--- src/rtl/tl_burst_arbiter.sv ---
// Two-master TileLink-UL arbiter feeding one slave (DDR3 adapter A/D).
// Ports: clk, reset_n; mN_a_* / mN_d_* per master; s_a_* / s_d_* to slave.
module tl_burst_arbiter #(
    parameter int ADDRESS_WIDTH = 32,
    parameter int SOURCE_WIDTH  = 4
) (
    input  logic                     clk,
    input  logic                     reset_n,

    input  logic                     m0_a_valid,
    output logic                     m0_a_ready,
    input  logic [2:0]               m0_a_opcode,
    input  logic [SOURCE_WIDTH-1:0]  m0_a_source,
    input  logic [ADDRESS_WIDTH-1:0] m0_a_address,
    input  logic [63:0]              m0_a_data,
    output logic                     m0_d_valid,
    input  logic                     m0_d_ready,
    output logic [2:0]               m0_d_opcode,
    output logic [SOURCE_WIDTH-1:0]  m0_d_source,
    output logic [63:0]              m0_d_data,

    input  logic                     m1_a_valid,
    output logic                     m1_a_ready,
    input  logic [2:0]               m1_a_opcode,
    input  logic [SOURCE_WIDTH-1:0]  m1_a_source,
    input  logic [ADDRESS_WIDTH-1:0] m1_a_address,
    input  logic [63:0]              m1_a_data,
    output logic                     m1_d_valid,
    input  logic                     m1_d_ready,
    output logic [2:0]               m1_d_opcode,
    output logic [SOURCE_WIDTH-1:0]  m1_d_source,
    output logic [63:0]              m1_d_data,

    output logic                     s_a_valid,
    input  logic                     s_a_ready,
    output logic [2:0]               s_a_opcode,
    output logic [SOURCE_WIDTH:0]    s_a_source,
    output logic [ADDRESS_WIDTH-1:0] s_a_address,
    output logic [63:0]              s_a_data,
    input  logic                     s_d_valid,
    output logic                     s_d_ready,
    input  logic [2:0]               s_d_opcode,
    input  logic [SOURCE_WIDTH:0]    s_d_source,
    input  logic [63:0]              s_d_data
);

    localparam logic IDLE = 1'b0;
    localparam logic LOCK = 1'b1;

    logic       state;
    logic [2:0] beat;
    logic       rr_last;
    logic       hold;
    logic       owner;

    logic       locked;
    logic       win;
    logic       win_valid;
    logic       is_get;
    logic       fire;
    logic       d_sel;

    // Grant is frozen by a pending stalled beat or an open PutFull burst.
    always_comb begin
        locked = (state == LOCK) | hold;
        if (locked) begin
            win = owner;
        end else if (m0_a_valid ^ m1_a_valid) begin
            win = m1_a_valid;
        end else begin
            win = ~rr_last;
        end
    end

    always_comb begin
        win_valid   = win ? m1_a_valid : m0_a_valid;
        s_a_valid   = reset_n & win_valid;
        s_a_opcode  = win ? m1_a_opcode  : m0_a_opcode;
        s_a_address = win ? m1_a_address : m0_a_address;
        s_a_data    = win ? m1_a_data    : m0_a_data;
        s_a_source  = {win, (win ? m1_a_source : m0_a_source)};
        m0_a_ready  = reset_n & ~win & s_a_ready;
        m1_a_ready  = reset_n &  win & s_a_ready;
        is_get      = s_a_opcode[2];
        fire        = s_a_valid & s_a_ready;
    end

    always_ff @(posedge clk or negedge reset_n) begin
        if (!reset_n) begin
            state   <= IDLE;
            beat    <= 3'd0;
            rr_last <= 1'b1;
            hold    <= 1'b0;
            owner   <= 1'b0;
        end else begin
            unique case (state)
                IDLE: begin
                    if (fire) begin
                        hold <= 1'b0;
                        if (is_get) begin
                            rr_last <= win;
                        end else begin
                            state <= LOCK;
                            beat  <= 3'd1;
                            owner <= win;
                        end
                    end else if (s_a_valid) begin
                        hold  <= 1'b1;
                        owner <= win;
                    end
                end
                LOCK: begin
                    if (fire) begin
                        if (beat == 3'd7) begin
                            state   <= IDLE;
                            beat    <= 3'd0;
                            rr_last <= owner;
                        end else begin
                            beat <= beat + 3'd1;
                        end
                    end
                end
            endcase
        end
    end

    // D responses are steered by the prepended owner bit, no beat counting.
    always_comb begin
        d_sel       = s_d_source[SOURCE_WIDTH];
        m0_d_valid  = reset_n & s_d_valid & ~d_sel;
        m1_d_valid  = reset_n & s_d_valid &  d_sel;
        s_d_ready   = reset_n & (d_sel ? m1_d_ready : m0_d_ready);
        m0_d_opcode = s_d_opcode;
        m1_d_opcode = s_d_opcode;
        m0_d_source = s_d_source[SOURCE_WIDTH-1:0];
        m1_d_source = s_d_source[SOURCE_WIDTH-1:0];
        m0_d_data   = s_d_data;
        m1_d_data   = s_d_data;
    end

endmodule

--- config.mk ---
export PLATFORM = sky130hd
export DESIGN_NAME = tl_burst_arbiter
export DESIGN_NICKNAME = d
export VERILOG_FILES = /design/src/rtl/tl_burst_arbiter.sv
export SDC_FILE = /design/constraint.sdc
export NUM_CORES = 1
export LEC_CHECK = 0
export ABC_AREA = 0
export BUFFER_PORTS_ARGS = -buffer_cell sky130_fd_sc_hd__buf_2
export CAP_MARGIN = 20
export CORE_AREA = 4 4 208 210
export DETAILED_ROUTE_END_ITERATION = 8
export DIE_AREA = 0 0 212 214
export PLACE_DENSITY_LB_ADDON = 0.05
export RECOVER_POWER = 25
export SLEW_MARGIN = 25
export SYNTH_ARGS = -nofsm -noshare
export SYNTH_HDL_FRONTEND = slang
export SYNTH_SLANG_ARGS = --single-unit
--- constraint.sdc ---
create_clock -name clk -period 2.6 [get_ports clk]
set_clock_uncertainty 0.2 [all_clocks]
set_input_delay 0.52 -clock clk [delete_from_list [all_inputs] [get_ports clk]]
set_output_delay 0.52 -clock clk [all_outputs]
set_load 0.01 [all_outputs]
==> run_results.csv, run 1 <==
group,metric,value,unit
cts,clock_tree.htree_level_count,1,
run_status,run_status,"complete, but fails checks",
run_status,failed_checks,"negative setup slack",
synth,synth.yosys.seq_area_share,6.18,%
placed_design,place.gp.congestion,0.690,
route,initialDrtViolationCount,104,
synth,netlist_instances,530,
route,antenna_left,0,
cts,holdBufCountCts,0,
floorplan,core_area,0.0416,sq mm
global_routing,pin_count_of_the_biggest_net_entering_global_routing,28,
setup_path,timing.setup.critical_path_class,"reg2out",
pwr,share_comb_of_total_power,82.6,%
layout,n_fill_cell,4970,
pwr,power.share.switching,46.2,%
timing,final_hold_viol_count,0,
layout,leading_cell_types_in_the_layout_fill_and_taps_excluded,"sky130_fd_sc_hd__buf_2, sky130_fd_sc_hd__nand2_1, sky130_fd_sc_hd__buf_6, sky130_fd_sc_hd__buf_4, sky130_fd_sc_hd__buf_16",
setup_path,reg2reg_from,"rr_last$_DFFE_PN1P_",
setup_path,cp_data_required_time,1880,ps
setup_path,worst_setup_path_start_kind,"register",
global_routing,first_global_vias,4116,
floorplan,start_util,6.87,%
layout,layoutNonFillerInstCount,1272,
layout,mostFrequentLayoutCell,"sky130_fd_sc_hd__buf_2",
route,drtPass1Iterations,4,
pwr,clock_power_share,10.2,%
layout,fin_nets,1022,
route,via_per_inst,3.01,
global_routing,first_pass_grt_wire_length,27.8,mm
pwr,power-per-cell-area,548,mW/mm^2
pwr,power,2.68,mW
timing,worstMarginPinSlew,716,ps
floorplan,rows,75,
setup_path,cp_max_fo,5,
placed_design,post-place-cells,1250,
floorplan,die_h,214,um
placed_design,place_ws,-197,ps
timing,timing.slew.headroom,52.3,%
setup_path,cp-startpoint,"rr_last$_DFFE_PN1P_",
pwr,static-leakage-power,2.80,nW
global_routing,grt_use_total,8.28,%
synth,yosys_warnings,0,
layout,layout-drive-gt1-share,52.0,%
synth,postSynthRegisterBits,7,
global_routing,globalRoute.totalOverflow,0,
timing,max_clock_freq,372,MHz
placed_design,port-buffer-count,324,
layout,antenna_diode_count,0,
pwr,switching_component_of_the_power,1.24,mW
layout,synthToLayoutAreaGrowth,71.3,%
floorplan,chipWidth,212,um
route,routed_wl,21.2,mm
cts,tritoncts.num_buffers,3,
setup_path,crit_arrival,1970,ps
pwr,power.sequential.fraction,7.2,%
timing,timing.final.ws_setup,-90.0,ps
synth,synth_cell_type_count,33,
route,detail_route.wl_per_cell,16.6,um
timing,final_worst_path_cycle_share,103,%
pwr,internal_power,1.44,mW
cts,insertion_delay,240,ps
pwr,irDropWorstVdd,155,uV
hold_path,worstHoldPathType,"in2async",
synth,synthesis.area_per_instance,5.39,sq um
timing,final-setup-viol-count,104,
global_routing,antenna_found_initial,3,
cts,clock_tree.buffer_depth,2,
route,route.vias.total,3823,
synth,mappedNetlistArea,0.00286,sq mm
timing,maxSlewViolCount,0,
setup_path,endpoint_kind,"primary output",
timing,rsz0062_at_grt,"true",
placed_design,dpl.hpwl,16.7,mm
route,remaining_drc_errors,0,
cts,cts_tree,"built",
layout,area_of_the_multi_input_gates,0.00152,sq mm
cts,clock_tree.root_cell,"sky130_fd_sc_hd__clkbuf_16",
floorplan,ioPinCount,538,
timing,finalWorstPathRequiredPeriod,2690,ps
floorplan,die_area,0.0454,sq mm
layout,ff_latch_area,176,sq um
flow_run,maxCapViolCount,0,
cts,clock-sinks,7,
cts,clk_pin_slew,40,ps
synth,synthesized_netlist_net_count,818,
[what timing repair did]
action	4_1_cts	5_1_grt
setup buffers	8	0
pin swaps	0	2
resized for setup	47	7
endpoints found under the setup margin	106	106
gates cloned	8	5
[per-layer routing]
metal / track usage, % / routed length, um / up-vias
met5: 0 / 34 / -
met4: 1.25 / 314 / 6
li1: - / - / 1880
met1: 6.91 / 6310 / 1587
met2: 17.4 / 11900 / 315
met3: 3.82 / 2640 / 35
[synth_stat cells]
library cell	n	area share, %
sky130_fd_sc_hd__a211oi_1	1	0.26
sky130_fd_sc_hd__a21bo_1	1	0.35
sky130_fd_sc_hd__a21bo_2	1	0.35
sky130_fd_sc_hd__a21boi_1	1	0.26
sky130_fd_sc_hd__a21oi_1	4	0.70
sky130_fd_sc_hd__a2bb2oi_1	1	0.31
sky130_fd_sc_hd__a32o_1	2	0.70
sky130_fd_sc_hd__and3_1	1	0.22
sky130_fd_sc_hd__buf_1	3	0.39
sky130_fd_sc_hd__buf_2	10	1.8
sky130_fd_sc_hd__buf_4	143	38
sky130_fd_sc_hd__clkbuf_1	10	1.3
sky130_fd_sc_hd__dfrtp_1	6	5.3
sky130_fd_sc_hd__dfstp_2	1	0.92
sky130_fd_sc_hd__ha_1	2	0.88
sky130_fd_sc_hd__inv_1	1	0.13
sky130_fd_sc_hd__inv_2	1	0.13
sky130_fd_sc_hd__mux2_2	1	0.39
sky130_fd_sc_hd__mux2i_1	3	1.1
sky130_fd_sc_hd__nand2_1	310	41
sky130_fd_sc_hd__nand3_1	1	0.18
sky130_fd_sc_hd__nor2_1	10	1.3
sky130_fd_sc_hd__nor2b_1	3	0.66
sky130_fd_sc_hd__nor3_1	1	0.18
sky130_fd_sc_hd__nor3_2	1	0.35
sky130_fd_sc_hd__nor3b_1	2	0.53
sky130_fd_sc_hd__nor4b_1	2	0.61
sky130_fd_sc_hd__o21a_1	2	0.53
sky130_fd_sc_hd__o21ai_0	1	0.18
sky130_fd_sc_hd__o21ai_1	1	0.18
sky130_fd_sc_hd__o21ba_1	1	0.35
sky130_fd_sc_hd__o21bai_1	1	0.26
sky130_fd_sc_hd__o41ai_4	1	0.96
[power by group through the flow]
stage               Clock (mW)  Sequential, mW  Combinational, mW
floorplan                    0           0.190               1.08
global placement             0           0.201               1.82
detailed placement           0           0.195               1.75
CTS                      0.279           0.195               2.22
global route             0.290           0.199               2.46
finish                   0.272           0.193               2.21
[final cells by class]
class	instances	share of cell area, %
Sequential cell	7	3.61
Tap cell	539	13.8
Clock buffer	3	1.53
Multi-Input combinational cell	355	31.1
Timing Repair Buffer	365	49.4
Clock inverter	1	0.102
Inverter	2	0.486
[cells by family after synthesis]
family | share of synthesized area, %
flops | 6.18
mux | 1.45
simple gates | 44.8
compound gates | 5.39
buf+inv | 41.3
fa+ha+maj | 0.876
[worst max-delay path, stage by stage (launching register included)]
cell and delay [ps]:
sky130_fd_sc_hd__dfstp_2 530, sky130_fd_sc_hd__buf_4 120, sky130_fd_sc_hd__nor2_2 40, sky130_fd_sc_hd__o41ai_4 260, sky130_fd_sc_hd__buf_6 230, sky130_fd_sc_hd__buf_12 150
sky130_fd_sc_hd__clkbuf_16 160, sky130_fd_sc_hd__nand2_1 50, sky130_fd_sc_hd__nand2_1 60, sky130_fd_sc_hd__buf_2 120
[path summary, 6_finish.rpt]
kind / cells past startpoint / endpoint / slack (ps)
max: 9 / s_a_data[31] / -90
min reg2reg: 1 / beat[1]$_DFFE_PN0P_ / 300
min: 2 / beat[1]$_DFFE_PN0P_ / 220
min in group clk: 1 / beat[1]$_DFFE_PN0P_ / 300
max in group asynchronous: 2 / owner$_DFFE_PN0P_ / 1520
max reg2reg: 8 / beat[2]$_DFFE_PN0P_ / 180
[state kept, by name, summed over array words and instances, names as in the netlist]
signal	count
beat	3
hold	1
owner	1
rr_last	1
state	1
[stage by stage]
| step | hold WS (ps) | setup TNS (ps) | utilization, % | area (sq um) |
|---|---|---|---|---|
| 2_1_floorplan | 24.4 | 0 | - | 2860 |
| 3_3_place_gp | 275 | -13600 | 10.1 | 4220 |
| 3_5_place_dp | 273 | -10890 | 10.1 | 4220 |
| 4_1_cts | 20.6 | -8960 | 11.6 | 4810 |
| 5_1_grt | 319 | -14820 | 11.8 | 4890 |
| 6_report | 223 | -5140 | 11.8 | 4890 |
Power figures use the tool's default switching activity.
==> inputs of run 2 (changes only) <==
- clock period: 2.6 -> 2.3 ns (I/O delays scaled with it)
==> run_results.csv, run 2 (synthesis gave the netlist of run 1 again) <==
group,metric,value,unit
global_routing,antenna_found_initial,0,
hold_path,worstHoldPathType,"in2async",
floorplan,die_area,0.0454,sq mm
layout,synthToLayoutAreaGrowth,57.5,%
setup_path,timing.setup.critical_path_class,"reg2out",
cts,clock-sinks,7,
layout,leading_cell_types_in_the_layout_fill_and_taps_excluded,"sky130_fd_sc_hd__buf_2, sky130_fd_sc_hd__nand2_1, sky130_fd_sc_hd__buf_4, sky130_fd_sc_hd__nor2_1, sky130_fd_sc_hd__dfrtp_1",
placed_design,place.gp.congestion,0.708,
placed_design,dpl.hpwl,16.5,mm
pwr,power-per-cell-area,580,mW/mm^2
layout,fin_nets,1016,
setup_path,cp_slowest_cell,"sky130_fd_sc_hd__dfstp_2",
layout,mostFrequentLayoutCell,"sky130_fd_sc_hd__buf_2",
timing,max_clock_freq,381,MHz
timing,timing.slew.headroom,56.9,%
floorplan,start_util,6.87,%
setup_path,list_of_cells_traversed_by_the_critical_path,"nor2_2 -> o41ai_4 -> buf_4 -> buf_12 -> nand2_1 -> nand2_1 -> buf_6",
setup_path,cp_data_required_time,1640,ps
cts,cts_tree,"built",
cts,tritoncts.num_buffers,3,
layout,area_of_the_multi_input_gates,0.00152,sq mm
placed_design,post-place-cells,1257,
floorplan,die_h,214,um
layout,ff_latch_area,176,sq um
layout,final_core_utilization,10.8,%
setup_path,crit_arrival,1960,ps
route,antenna_left,0,
global_routing,grt_use_total,7.36,%
route,detail_route.wl_per_cell,15.1,um
setup_path,crit_buf_inv,3,
run_status,failed_checks,"negative setup slack",
route,initialDrtViolationCount,97,
timing,timing.final.ws_setup,-323,ps
route,routed_wl,19.1,mm
pwr,irDropWorstVdd,196,uV
floorplan,ioPinCount,538,
setup_path,critPathMostFrequentCell,"sky130_fd_sc_hd__nand2_1",
floorplan,rows,75,
timing,final_hold_viol_count,0,
timing,final.setup.tns,-28100,ps
setup_path,cp_max_fo,35,
timing,rsz0062_at_grt,"true",
timing,finalWorstPathRequiredPeriod,2620,ps
timing,fin_worst_hold_slack,211,ps
cts,clock_tree.root_cell,"sky130_fd_sc_hd__clkbuf_16",
route,via_per_inst,3.01,
setup_path,max_stage_delay,550,ps
setup_path,endpoint_kind,"primary output",
layout,antenna_diode_count,0,
timing,maxSlewViolCount,0,
timing,worstMarginPinSlew,646,ps
layout,layoutNonFillerInstCount,1266,
run_status,run_status,"complete, but fails checks",
global_routing,pin_count_of_the_biggest_net_entering_global_routing,36,
cts,insertion_delay,230,ps
route,remaining_drc_errors,0,
flow_run,maxCapViolCount,0,
global_routing,globalRoute.totalOverflow,0,
pwr,static-leakage-power,2.63,nW
route,route.vias.total,3811,
global_routing,first_global_vias,3955,
pwr,power,2.61,mW
placed_design,port-buffer-count,324,
floorplan,core_area,0.0416,sq mm
setup_path,worst_setup_path_start_kind,"register",
layout,largest_register_ffs,3,
route,drtPass1Iterations,4,
timing,final_worst_path_cycle_share,114,%
setup_path,critical_path.top_delay_family,"flip-flops",
layout,layout-drive-gt1-share,51.3,%
floorplan,chipWidth,212,um
timing,final-setup-viol-count,108,
layout,top_register,"beat",
layout,n_fill_cell,4990,
cts,clock_tree.buffer_depth,2,
cts,clock_tree.htree_level_count,1,
cts,clk_pin_slew,40,ps
global_routing,first_pass_grt_wire_length,25.5,mm
==> run 2: changes by cell type in the layout (fill, tap and decap cells not counted), sizes merged <==
cell / delta
buf: -4
clkbuf: -1
clkinv: -1
==> run 2: layout make-up <==
type                    instances  share of cell area, %
well taps                     539                   15.0
clock buffers                   4                   1.75
multi-input cells             355                   33.9
inverters                       2                  0.278
flip-flops and latches          7                   3.92
repair buffers                359                   45.2
==> run 2: final timing paths <==
| path | startpoint | end | slack [ps] | depth (start not counted) |
|---|---|---|---|---|
| setup / recovery | rr_last$_DFFE_PN1P_ | s_a_data[60] | -320 | 7 |
| hold / removal | reset_n | owner$_DFFE_PN0P_ | 210 | 2 |
| setup reg to reg | rr_last$_DFFE_PN1P_ | beat[1]$_DFFE_PN0P_ | -110 | 8 |
| hold reg to reg | beat[2]$_DFFE_PN0P_ | beat[2]$_DFFE_PN0P_ | 290 | 1 |
| max in group asynchronous | reset_n | beat[0]$_DFFE_PN0P_ | 1270 | 2 |
| min in group clk | s_a_ready | hold$_DFFE_PN0P_ | 270 | 2 |
==> run 2: worst register-to-register path, cell delays in order (launching register included) <==
cell	delay, ps
sky130_fd_sc_hd__dfstp_2	550
sky130_fd_sc_hd__nor2_2	60
sky130_fd_sc_hd__o41ai_4	330
sky130_fd_sc_hd__buf_4	220
sky130_fd_sc_hd__buf_4	120
sky130_fd_sc_hd__mux2_4	300
sky130_fd_sc_hd__buf_4	140
sky130_fd_sc_hd__a21bo_1	180
sky130_fd_sc_hd__a32o_1	210
==> run 2: repair_timing <==
| item | CTS | global route |
|---|---|---|
| resized for setup | 9 | 14 |
| endpoints found under the hold margin | 0 | 0 |
| gates cloned | 0 | 2 |
| pin swaps | 1 | 1 |
| buffers inserted | 3 | 0 |
| endpoints found under the setup margin | 110 | 111 |
| hold buffers | 0 | 0 |
==> run 2: through the flow <==
step	setup slack, ps	instance area [sq um]
2_1_floorplan	2.56	2870
3_3_place_gp	-177	4270
3_5_place_dp	-178	4270
4_1_cts	-338	4410
5_1_grt	-422	4500
6_report	-323	4500
==> run 2: per-layer routing <==
metal / vias to the layer above / wire, um / part of all wire, % / track usage [%]
met5: - / 0 / 0 / 0.431
met4: 0 / 125 / 0.66 / 0.562
met3: 17 / 2630 / 14 / 3.75
met1: 1599 / 6150 / 32 / 6.74
met2: 334 / 10200 / 53 / 14.8
li1: 1861 / - / - / -
==> run 2: report_power, final <==
group          leakage (nW)  total (mW)  internal, mW  switching (mW)
registers            0.0810       0.220         0.178          0.0421
logic                  2.51        2.09         0.933            1.16
clock network        0.0382       0.296         0.231          0.0656
==> inputs of run 3 (changes only) <==
- CTS_BUF_LIST: default -> sky130_fd_sc_hd__clkbuf_8
- PLACE_DENSITY: default -> 0.42
- PLACE_DENSITY_LB_ADDON: 0.05 -> default
==> run_results.csv, run 3 (synthesis gave the netlist of run 1 again) <==
group,metric,value,unit
cts,clock_tree.buffer_depth,2,
cts,tritoncts.num_buffers,3,
route,routed_wl,17.5,mm
floorplan,ioPinCount,538,
global_routing,grt_use_total,6.04,%
route,via_per_inst,3.11,
setup_path,endpoint_kind,"primary output",
setup_path,cp_data_required_time,1640,ps
setup_path,timing.setup.critical_path_class,"reg2out",
layout,final_core_utilization,11.0,%
cts,clock_tree.root_cell,"sky130_fd_sc_hd__clkbuf_8",
cts,clock-sinks,7,
cts,clk_pin_slew,40,ps
timing,worstMarginPinSlew,295,ps
global_routing,antenna_found_initial,2,
timing,final-setup-viol-count,108,
layout,leading_cell_types_in_the_layout_fill_and_taps_excluded,"sky130_fd_sc_hd__buf_2, sky130_fd_sc_hd__nand2_1, sky130_fd_sc_hd__nand2_2, sky130_fd_sc_hd__buf_4, sky130_fd_sc_hd__nor2_1",
floorplan,rows,75,
setup_path,crit_arrival,2020,ps
layout,layout-drive-gt1-share,53.5,%
setup_path,cp_max_fo,39,
pwr,static-leakage-power,2.66,nW
global_routing,pin_count_of_the_biggest_net_entering_global_routing,46,
floorplan,die_area,0.0454,sq mm
hold_path,worstHoldPathType,"in2async",
setup_path,critPathMostFrequentCell,"sky130_fd_sc_hd__nand2_1",
layout,mostFrequentLayoutCell,"sky130_fd_sc_hd__buf_2",
timing,timing.slew.headroom,80.1,%
global_routing,first_global_vias,3614,
placed_design,port-buffer-count,324,
route,antenna_left,0,
placed_design,place_ws,-270,ps
timing,timing.final.ws_setup,-381,ps
setup_path,list_of_cells_traversed_by_the_critical_path,"a21boi_4 -> o41ai_4 -> buf_6 -> inv_8 -> buf_12 -> nand2_1 -> nand2_1 -> buf_2",
global_routing,first_pass_grt_wire_length,20.9,mm
global_routing,met1_routing_resource_usage_after_global_routing,5.41,%
pwr,irDropWorstVdd,266,uV
timing,max_clock_freq,373,MHz
route,initialDrtViolationCount,220,
floorplan,chipWidth,212,um
pwr,power-per-cell-area,564,mW/mm^2
placed_design,dpl.hpwl,13.6,mm
floorplan,start_util,6.87,%
placed_design,place.gp.congestion,0.787,
layout,synthToLayoutAreaGrowth,60.8,%
cts,insertion_delay,230,ps
setup_path,max_stage_delay,580,ps
timing,final.setup.tns,-32790,ps
timing,rsz0062_at_grt,"true",
cts,cts_tree,"built",
setup_path,cp-startpoint,"rr_last$_DFFE_PN1P_",
layout,layoutNonFillerInstCount,1262,
floorplan,die_h,214,um
setup_path,reg2reg_from,"rr_last$_DFFE_PN1P_",
flow_run,maxCapViolCount,0,
timing,final_worst_path_cycle_share,117,%
placed_design,place_area,0.00417,sq mm
floorplan,core_area,0.0416,sq mm
cts,clock_tree.htree_level_count,1,
timing,finalWorstPathRequiredPeriod,2680,ps
route,drtPass1Iterations,4,
layout,largest_register_ffs,3,
setup_path,worst_setup_path_start_kind,"register",
layout,antenna_diode_count,0,
run_status,run_status,"complete, but fails checks",
placed_design,post-place-cells,1246,
timing,maxSlewViolCount,0,
route,detail_route.wl_per_cell,13.9,um
route,remaining_drc_errors,0,
run_status,failed_checks,"negative setup slack",
global_routing,gr-usage-met3,2.75,%
global_routing,globalRoute.totalOverflow,0,
layout,post-route-cell-area,0.00459,sq mm
layout,fin_nets,1012,
layout,top_register,"beat",
setup_path,cp_slowest_cell,"sky130_fd_sc_hd__dfstp_2",
global_routing,grt.busiest_layer,"met2",
timing,final_hold_viol_count,0,
route,route.vias.total,3927,
global_routing,grtUsageMet2,11.2,%
[run 3: cell types whose count changed in the layout (fill, tap and decap cells not counted), sizes merged]
cell	before	now
buf	355	347
inv	2	3
dlygate4sd3	0	2
clkbuf	8	9
[run 3: path summary, 6_finish.rpt]
check / slack, ps / end / cells past startpoint
setup / recovery: -380 / s_a_data[14] / 8
hold / removal: 60 / rr_last$_DFFE_PN1P_ / 1
setup reg to reg: -10 / beat[2]$_DFFE_PN0P_ / 7
hold reg to reg: 290 / beat[1]$_DFFE_PN0P_ / 1
max in group asynchronous: 1050 / beat[1]$_DFFE_PN0P_ / 3
min in group clk: 260 / hold$_DFFE_PN0P_ / 2
[run 3: timing repair]
action | 4_1_cts | 5_1_grt
setup buffers | 2 | 2
gates cloned | 1 | 7
hold buffers | 2 | 0
setup endpoints to repair | 108 | 109
hold endpoints to repair | 2 | 0
pin swaps | 0 | 11
resized for setup | 11 | 36
[run 3: worst max-delay path, delay by kind of cell (launching register included)]
kind,cells,cell delay (ps)
simple gates,2,170
buf+inv,4,590
compound gates,2,400
flops,1,580
[run 3: stage by stage]
step           total power, mW  hold slack [ps]
2_1_floorplan             1.44            -35.6
3_3_place_gp              2.05             84.9
3_5_place_dp              2.05             79.0
4_1_cts                   2.34             2.65
5_1_grt                   2.81             93.1
6_report                  2.59             60.1
[run 3: where the power goes]
| group | internal [mW] | leakage, nW | switching [mW] |
|---|---|---|---|
| clock | 0.116 | 0.0269 | 0.0589 |
| combinational | 0.994 | 2.55 | 1.19 |
| sequential | 0.178 | 0.0810 | 0.0561 |
[run 3: layout make-up]
cell class / count / area [sq um]
Clock inverter: 1 / 3.75
Inverter: 2 / 15.0
Sequential cell: 7 / 176
Multi-Input combinational cell: 355 / 1580
Tap cell: 539 / 674
Timing Repair Buffer: 355 / 2100
Clock buffer: 3 / 41.3
Fill cell: 4887 / 37000
[run 3: layer usage]
metal / share of wire, % / wire length (um)
met4: 5.1 / 900
met3: 14 / 2370
met2: 49 / 8580
met1: 32 / 5680
met5: 0 / 0
